**config.mk**
```make
export PLATFORM = sky130hd
export DESIGN_NAME = imm_gen_stage
export DESIGN_NICKNAME = d
export VERILOG_FILES = /design/src/rtl/imm_gen_stage.sv
export SDC_FILE = /design/constraint.sdc
export NUM_CORES = 1
export LEC_CHECK = 0
export CAP_MARGIN = 20
export CORE_MARGIN = 3
export CORE_UTILIZATION = 49
export CTS_CLUSTER_SIZE = 25
export DETAILED_ROUTE_END_ITERATION = 7
export GPL_TIMING_DRIVEN = 0
export PLACE_DENSITY = 0.78
export SETUP_SLACK_MARGIN = 0.5
export SLEW_MARGIN = 20
export SYNTH_ARGS = -nofsm -noshare
export SYNTH_HDL_FRONTEND = slang
export SYNTH_SLANG_ARGS = --single-unit
```
**constraint.sdc**
```tcl
create_clock -name clk -period 1.8 [get_ports clk]
set_input_delay 0.27 -clock clk [delete_from_list [all_inputs] [get_ports clk]]
set_output_delay 0.27 -clock clk [all_outputs]
set_load 0.1 [all_outputs]
```
**src/rtl/imm_gen_stage.sv**
```systemverilog
// Registered valid/ready immediate-generation stage with a 2-entry skid buffer.
// Decodes the opcode of each RV32 instruction, selects the immediate format and
// sign-extends it to XLEN. A tag sideband travels with every instruction.
// Optional feature macro: IMM_GEN_ZIMM_EN (CSR*I zero-extended uimm, fmt Z).
module imm_gen_stage #(
  parameter int unsigned XLEN  = 32,
  parameter int unsigned TAG_W = 8
) (
  input  logic             clk,
  input  logic             rstN,
  input  logic             flush,
  input  logic             in_valid,
  output logic             in_ready,
  input  logic [31:0]      in_instr,
  input  logic [TAG_W-1:0] in_tag,
  output logic             out_valid,
  input  logic             out_ready,
  output logic [XLEN-1:0]  out_imm,
  output logic [2:0]       out_fmt,
  output logic             out_illegal,
  output logic [TAG_W-1:0] out_tag
);

  localparam logic [2:0] FmtR    = 3'd0;
  localparam logic [2:0] FmtI    = 3'd1;
  localparam logic [2:0] FmtS    = 3'd2;
  localparam logic [2:0] FmtB    = 3'd3;
  localparam logic [2:0] FmtU    = 3'd4;
  localparam logic [2:0] FmtJ    = 3'd5;
`ifdef IMM_GEN_ZIMM_EN
  localparam logic [2:0] FmtZ    = 3'd6;
`endif
  localparam logic [2:0] FmtNone = 3'd7;

  typedef struct packed {
    logic [XLEN-1:0]  imm;
    logic [2:0]       fmt;
    logic             illegal;
    logic [TAG_W-1:0] tag;
  } entry_t;

  logic [31:0] dec_imm32;
  logic [2:0]  dec_fmt;
  logic        dec_illegal;
  entry_t      dec_entry;

  entry_t main_q, main_d, skid_q, skid_d;
  logic   main_valid_q, main_valid_d, skid_valid_q, skid_valid_d;
  logic   in_fire, out_fire;

  // Opcode classification and 32-bit immediate assembly.
  always_comb begin
    dec_imm32   = 32'd0;
    dec_fmt     = FmtNone;
    dec_illegal = 1'b0;
    case (in_instr[6:0])
      7'b0000011, 7'b0010011, 7'b1100111: begin
        dec_fmt   = FmtI;
        dec_imm32 = {{20{in_instr[31]}}, in_instr[31:20]};
      end
      7'b1110011: begin
`ifdef IMM_GEN_ZIMM_EN
        if (in_instr[14]) begin
          dec_fmt   = FmtZ;
          dec_imm32 = {27'd0, in_instr[19:15]};
        end else begin
          dec_fmt   = FmtI;
          dec_imm32 = {{20{in_instr[31]}}, in_instr[31:20]};
        end
`else
        dec_fmt   = FmtI;
        dec_imm32 = {{20{in_instr[31]}}, in_instr[31:20]};
`endif
      end
      7'b0100011: begin
        dec_fmt   = FmtS;
        dec_imm32 = {{20{in_instr[31]}}, in_instr[31:25], in_instr[11:7]};
      end
      7'b1100011: begin
        dec_fmt   = FmtB;
        dec_imm32 = {{19{in_instr[31]}}, in_instr[31], in_instr[7], in_instr[30:25],
                     in_instr[11:8], 1'b0};
      end
      7'b0110111, 7'b0010111: begin
        dec_fmt   = FmtU;
        dec_imm32 = {in_instr[31:12], 12'd0};
      end
      7'b1101111: begin
        dec_fmt   = FmtJ;
        dec_imm32 = {{11{in_instr[31]}}, in_instr[31], in_instr[19:12], in_instr[20],
                     in_instr[30:21], 1'b0};
      end
      7'b0110011: begin
        dec_fmt   = FmtR;
      end
      default: begin
        dec_fmt     = FmtNone;
        dec_illegal = 1'b1;
      end
    endcase
  end

  // Widen to XLEN (U included: bit 31 is its sign) and bundle with the tag.
  always_comb begin
    dec_entry.imm     = XLEN'($signed(dec_imm32));
    dec_entry.fmt     = dec_fmt;
    dec_entry.illegal = dec_illegal;
    dec_entry.tag     = in_tag;
  end

  assign in_ready = ~skid_valid_q;
  assign in_fire  = in_valid & in_ready;
  assign out_fire = main_valid_q & out_ready;

  // Next-state for main/skid entries; flush beats accept and transfer-out.
  always_comb begin
    main_d       = main_q;
    skid_d       = skid_q;
    main_valid_d = main_valid_q;
    skid_valid_d = skid_valid_q;
    if (flush) begin
      main_valid_d = 1'b0;
      skid_valid_d = 1'b0;
    end else if (!main_valid_q || out_fire) begin
      // in_ready is low whenever skid holds data, so no input can arrive here
      if (skid_valid_q) begin
        main_d       = skid_q;
        main_valid_d = 1'b1;
        skid_valid_d = 1'b0;
      end else if (in_fire) begin
        main_d       = dec_entry;
        main_valid_d = 1'b1;
      end else begin
        main_valid_d = 1'b0;
      end
    end else if (in_fire) begin
      skid_d       = dec_entry;
      skid_valid_d = 1'b1;
    end
  end

  // State registers with synchronous active-low reset.
  always_ff @(posedge clk) begin
    if (!rstN) begin
      main_q       <= '0;
      skid_q       <= '0;
      main_valid_q <= 1'b0;
      skid_valid_q <= 1'b0;
    end else begin
      main_q       <= main_d;
      skid_q       <= skid_d;
      main_valid_q <= main_valid_d;
      skid_valid_q <= skid_valid_d;
    end
  end

  assign out_valid   = main_valid_q;
  assign out_imm     = main_q.imm;
  assign out_fmt     = main_q.fmt;
  assign out_illegal = main_q.illegal;
  assign out_tag     = main_q.tag;

endmodule
```
# --- Word level (Yosys, flattened, before mapping) ---
# Index checks and enable logic that the tools add are counted.
op_classes:
  add_sub_neg: 0
  n_mul: 0
  div_mod_pow: 0
  n_lt_le_gt_ge: 0
  n_eq_ne: 10
  n_shift: 0
  n_mux: 7
  bitwise_logic: 6
  n_reduce_logical: 10
ops:
  columns: ["op", "n"]
  rows:
  - ["case mux 32 bit (5 select lines)", 1]
  - ["two-way mux 44 bit", 2]
  - ["equality test 7 bit, second input constant", 4]
  - ["equality test 7 x 6 -> 1 bit, second input constant", 3]
  - ["case mux 3 bit (6 select lines)", 1]
  - ["equality test 7 x 5 -> 1 bit, second input constant", 2]
  - ["OR reduction 10 bit", 1]
  - ["equality test 7 x 2 -> 1 bit, second input constant", 1]
  - ["AND reduction 3 bit", 2]
  - ["NOT 1 bit", 4]
  - ["OR reduction 2 bit", 2]
  - ["OR reduction 4 bit", 1]
  - ["two-way mux 1 bit", 3]
  - ["OR reduction 3 bit", 1]
  - ["AND 1 bit", 2]
  - ["nonzero test 2 bit", 1]
  - ["zero test 1 bit", 1]
  - ["logical OR 1 bit", 1]
word_totals:
  ff_bits: 90
  latch_bits: 0
  ram_bits: 0
  mem_bits_ro: 0
  in_bits: 45
  out_inout_bits: 46
  mem_count: 0

# --- Longest topological paths before layout ---
logic_depth:
  word_depth: 5
  ltp_mapped: 8
  depth_no_buf: 5

# --- Worst setup path after synthesis ---
# No wires, ideal clock.
synth_path:
  kind: "reg2reg"
  start: "register main_valid_q (netlist: out_valid)"
  end: "register skid_q[11] (netlist bit)"
  setup_time_ns: 0.118
  arrival_ns: 2.125
  setup_slack_ns: -0.443
  stages_incl_launch_ff: 7
  n_path_buf: 2
  synth_period_minus_slack_ns: 2.243
  path_cell_list: "dfxtp_1 nand2b_1 or3_1 buf_2 buf_4 nor3_1 nor2_1"
synth_via:
  elab_chain_cells: 4
  elab_cells_between_ends: 5
  classes_between: "bitwise (2); reduce/logical (3)"
synth_lines:
  columns: ["element", "line_no", "text"]
  rows:
  - ["start, declared", "48", "logic main_valid_q, main_valid_d, skid_valid_q, skid_valid_d;"]
  - ["start signal, assigned", "152", "main_valid_q <= main_valid_d;"]
  - ["AND 1 bit or zero test 1 bit (tied branches)", "113, 124", null]
  - ["logical OR 1 bit *", "124", "end else if (!main_valid_q || out_fire) begin"]
  - ["NOT 1 bit (no line) *", null, null]
  - ["AND reduction 3 bit (no line) *", null, null]
  - ["end signal, assigned", "151", "skid_q <= skid_d;"]
  - ["end, declared", "47", "entry_t main_q, main_d, skid_q, skid_d;"]
# Mark *: on every way between the ends. The rest lies on a longest branch, timed or not.
# A chain may end at the register's enable or synchronous reset.

# --- Final worst setup path ---
layout_path:
  start: "register skid_valid_q"
  end: "register skid_q[43] (netlist bit)"
layout_via:
  elab_chain_cells: 3
layout_lines:
  columns: ["element", "line_no", "text"]
  rows:
  - ["start, declared", "48", null]
  - ["start signal, assigned", "153", "skid_valid_q <= skid_valid_d;"]
  - ["NOT 1 bit", "111", "assign in_ready = ~skid_valid_q;"]
  - ["AND 1 bit", "112", "assign in_fire = in_valid & in_ready;"]
  - ["AND reduction 3 bit (no line)", null, null]
# No other way between the ends.

==> key figures <==
CTS
  • H-tree level count: 3
  • Clock latency on the worst-skew pair: between 0.3 and 0.4 ns
  • Worst-path clk slew: approximately 0.10 ns
  • CTS tree: yes
  • Hold buffers post-CTS: 0
  • Longest Clk Path Bufs: 2
  • Cts bufs inserted: 9
  • CTS Root Cell: clkbuf_8
  • Sink Count: 90

Synth
  • Count of cell types in the netlist: 51
  • Register area share after synthesis: 0.455
  • Mean post-synth cell area: roughly 8.7 µm²
  • Number of synthesized flops with an enable pin: 0
  • Synth Instances: 457
  • Warnings, synthesis: 0
  • Post-synthesis cell area: between 0.003 and 0.004 mm²
  • Cell taking the most area after synthesis: dfxtp_1
  • Post-synth top area share: 0.455
  • Synth Flop Type: dfxtp_1
  • #FFs+latches synth: 90
  • Ys async rst share: 0
  • Synth Net Count: roughly 500
  • Synth top area cells: dfxtp_1 46%, nand2_1 7.4%, a21oi_1 5.9%

Power and ir drop
  • Pwr Total: 4.61 mW
  • Lkg Pwr: ~2.5 nW
  • Power per cell area: 727 mW/mm²
  • Maximum VDD drop: 0.669 mV

Timing
  • Clock skew: about 0.012 ns
  • Finish-stage setup viols: 0
  • Final worst path period share: 0.911
  • Slew HR: 0.647
  • Max Slew Vio Count: 0
  • Achievable Freq: around 600 MHz
  • RSZ-0062 raised after global routing: true
  • Worst-margin pin slew: roughly 0.53 ns
  • Final setup margin: around 0.16 ns
  • Final Hold Viols: 0
  • Minimum clock period: between 1.5 and 2 ns

Layout
  • Area of the multi-input gates: approximately 0.0024 mm²
  • Design area: between 0.006 and 0.007 mm²
  • Filler instances: about 440
  • Most common cell after layout, fill and taps aside: dfxtp_1
  • Share of cells above drive strength 1: 0.389
  • Nets: between 600 and 700
  • Most frequent cells in the layout: 87 x dfxtp_1, 57 x nand2_1, 52 x buf_4
  • Reg area: 0.00181 mm²
  • Ant. Diodes: 0
  • Layout area overhead: 60.4%

Detailed routing
  • Starting DRC count in detailed routing: 447
  • Final Routed Wirelength: between 15 and 20 mm
  • Via density: ~6.5
  • Number of nets with antenna violations after routing: 0
  • Via count: 4564
  • DRC Markers: 0
  • Routed wire per std cell: 22.2 µm
  • Pre-Repair DR Iteration Count: 6

Worst setup path
  • CP Capture Type: flip-flop
  • Critical path class: flip-flop to flip-flop
  • Critical path fanouts, max: 6
  • Startpoint types: flip-flop
  • WP data required: a little over 2 ns
  • Critical Path AT: around 1.9 ns

Job
  • Max-cap violations: 0

Floorplanning
  • Initial Util: 0.509
  • Std cell rows: 32
  • Top Ports: 91
  • Die ar.: between 0.009 and 0.01 mm²
  • Area of the core: roughly 0.008 mm²
  • Die height: about 96 µm
  • Chip width: about 96 µm

Global routing
  • Largest net degree at the start of global routing: 16
  • Initial antenna violation count: 0
  • Vias in the first global route: 4350
  • Total track usage: 0.310
  • Global-route wire length before repair: between 20 and 25 mm
  • GRT overflow: 0

Placed design
  • Cell Area, Placed: roughly 0.0051 mm²
  • DP HPWL: 8.36 mm
  • PortBufs: ~90
  • RePlAce Congestion: between 0.9 and 1
  • Place WS: -0.639 ns

Min path
  • HP Class: input pin to flip-flop

Outcome
  • Outcome: finished clean
report_power, final:
group	internal, mW	switching, mW	leakage, nW
sequential	2.05	0.0458	0.733
combinational	0.354	0.697	1.69
clock	0.688	0.776	0.0997
stage by stage:
stage,std cells,hold slack (ns),utilization,setup TNS [ns]
2_1_floorplan,457,0.404,-,0
3_3_place_gp,648,0.436,0.655,-25.72
4_1_cts,698,0.327,0.755,0
6_report,706,0.321,0.817,0
3_5_place_dp,648,0.441,0.655,-28.61
5_1_grt,706,0.331,0.817,0
critical path: stages, from the launching register on:
cell and delay [ns]:
dfxtp_2 0.33, buf_6 0.13, inv_8 0.08, nand2_8 0.07
or3_4 0.37, buf_8 0.17, buf_8 0.13, nand3_1 0.13
nand2_1 0.09
cells in the mapped netlist, types with 6 or more instances:
| master | count |
|---|---|
| nor2_1 | 15 |
| a221oi_1 | 6 |
| buf_2 | 11 |
| nand3_1 | 9 |
| nor3_1 | 6 |
| nand2_1 | 78 |
| o31ai_1 | 8 |
| or4_1 | 14 |
| o211ai_1 | 15 |
| clkbuf_1 | 25 |
| mux2i_1 | 9 |
| o211a_1 | 10 |
| o21ai_0 | 38 |
| a21boi_0 | 9 |
| a21boi_1 | 6 |
| dfxtp_1 | 90 |
| a22oi_1 | 10 |
| a21oi_1 | 47 |
cell families after synthesis:
family                 synth area share
DFF                               0.455
muxes                            0.0228
buffers and inverters            0.0452
AOI/OAI and AO/OA                 0.282
and+or+nand+nor                   0.194
cell type report:
class,instances,area share
tap,102,0.0201
clock buffer,11,0.0223
inverter,1,0.00177
clock inverter,5,0.0101
timing repair buffer,130,0.210
buffer,40,0.0663
sequential,90,0.285
multi-input combinational,327,0.385
sequential cells by signal, indices dropped and copies added, names as in the netlist:
name and count:
out_valid 1, out_tag 8, out_fmt 3, out_illegal 1
skid_valid_q 1, out_imm 32, skid_q 44
final timing paths:
kind           startpoint    endpoint  slack, ns  cells past startpoint
max          skid_valid_q  skid_q[43]       0.16                      8
min           in_instr[6]   skid_q[9]       0.32                      4
min reg2reg    skid_q[20]  skid_q[20]       0.46                      2
max reg2reg  skid_valid_q  skid_q[43]       0.16                      8
metal layers:
layer | GRT usage | share of wire | routed length, µm | vias up
met5 | 0 | 0 | 0 | -
met3 | 0.0430 | 0.088 | 1390 | 64
met2 | 0.541 | 0.51 | 7950 | 310
li1 | - | - | - | 1965
met1 | 0.374 | 0.37 | 5740 | 2225
met4 | 0.146 | 0.038 | 588 | 0
repair_timing:
item | 4_1_cts | 5_1_grt
setup endpoints to repair | 136 | 109
pin swaps | 21 | 29
gates resized for setup | 404 | 101
cloned | 8 | 5
setup buffers | 26 | 3
No activity file was read; power rests on OpenSTA's default activity.
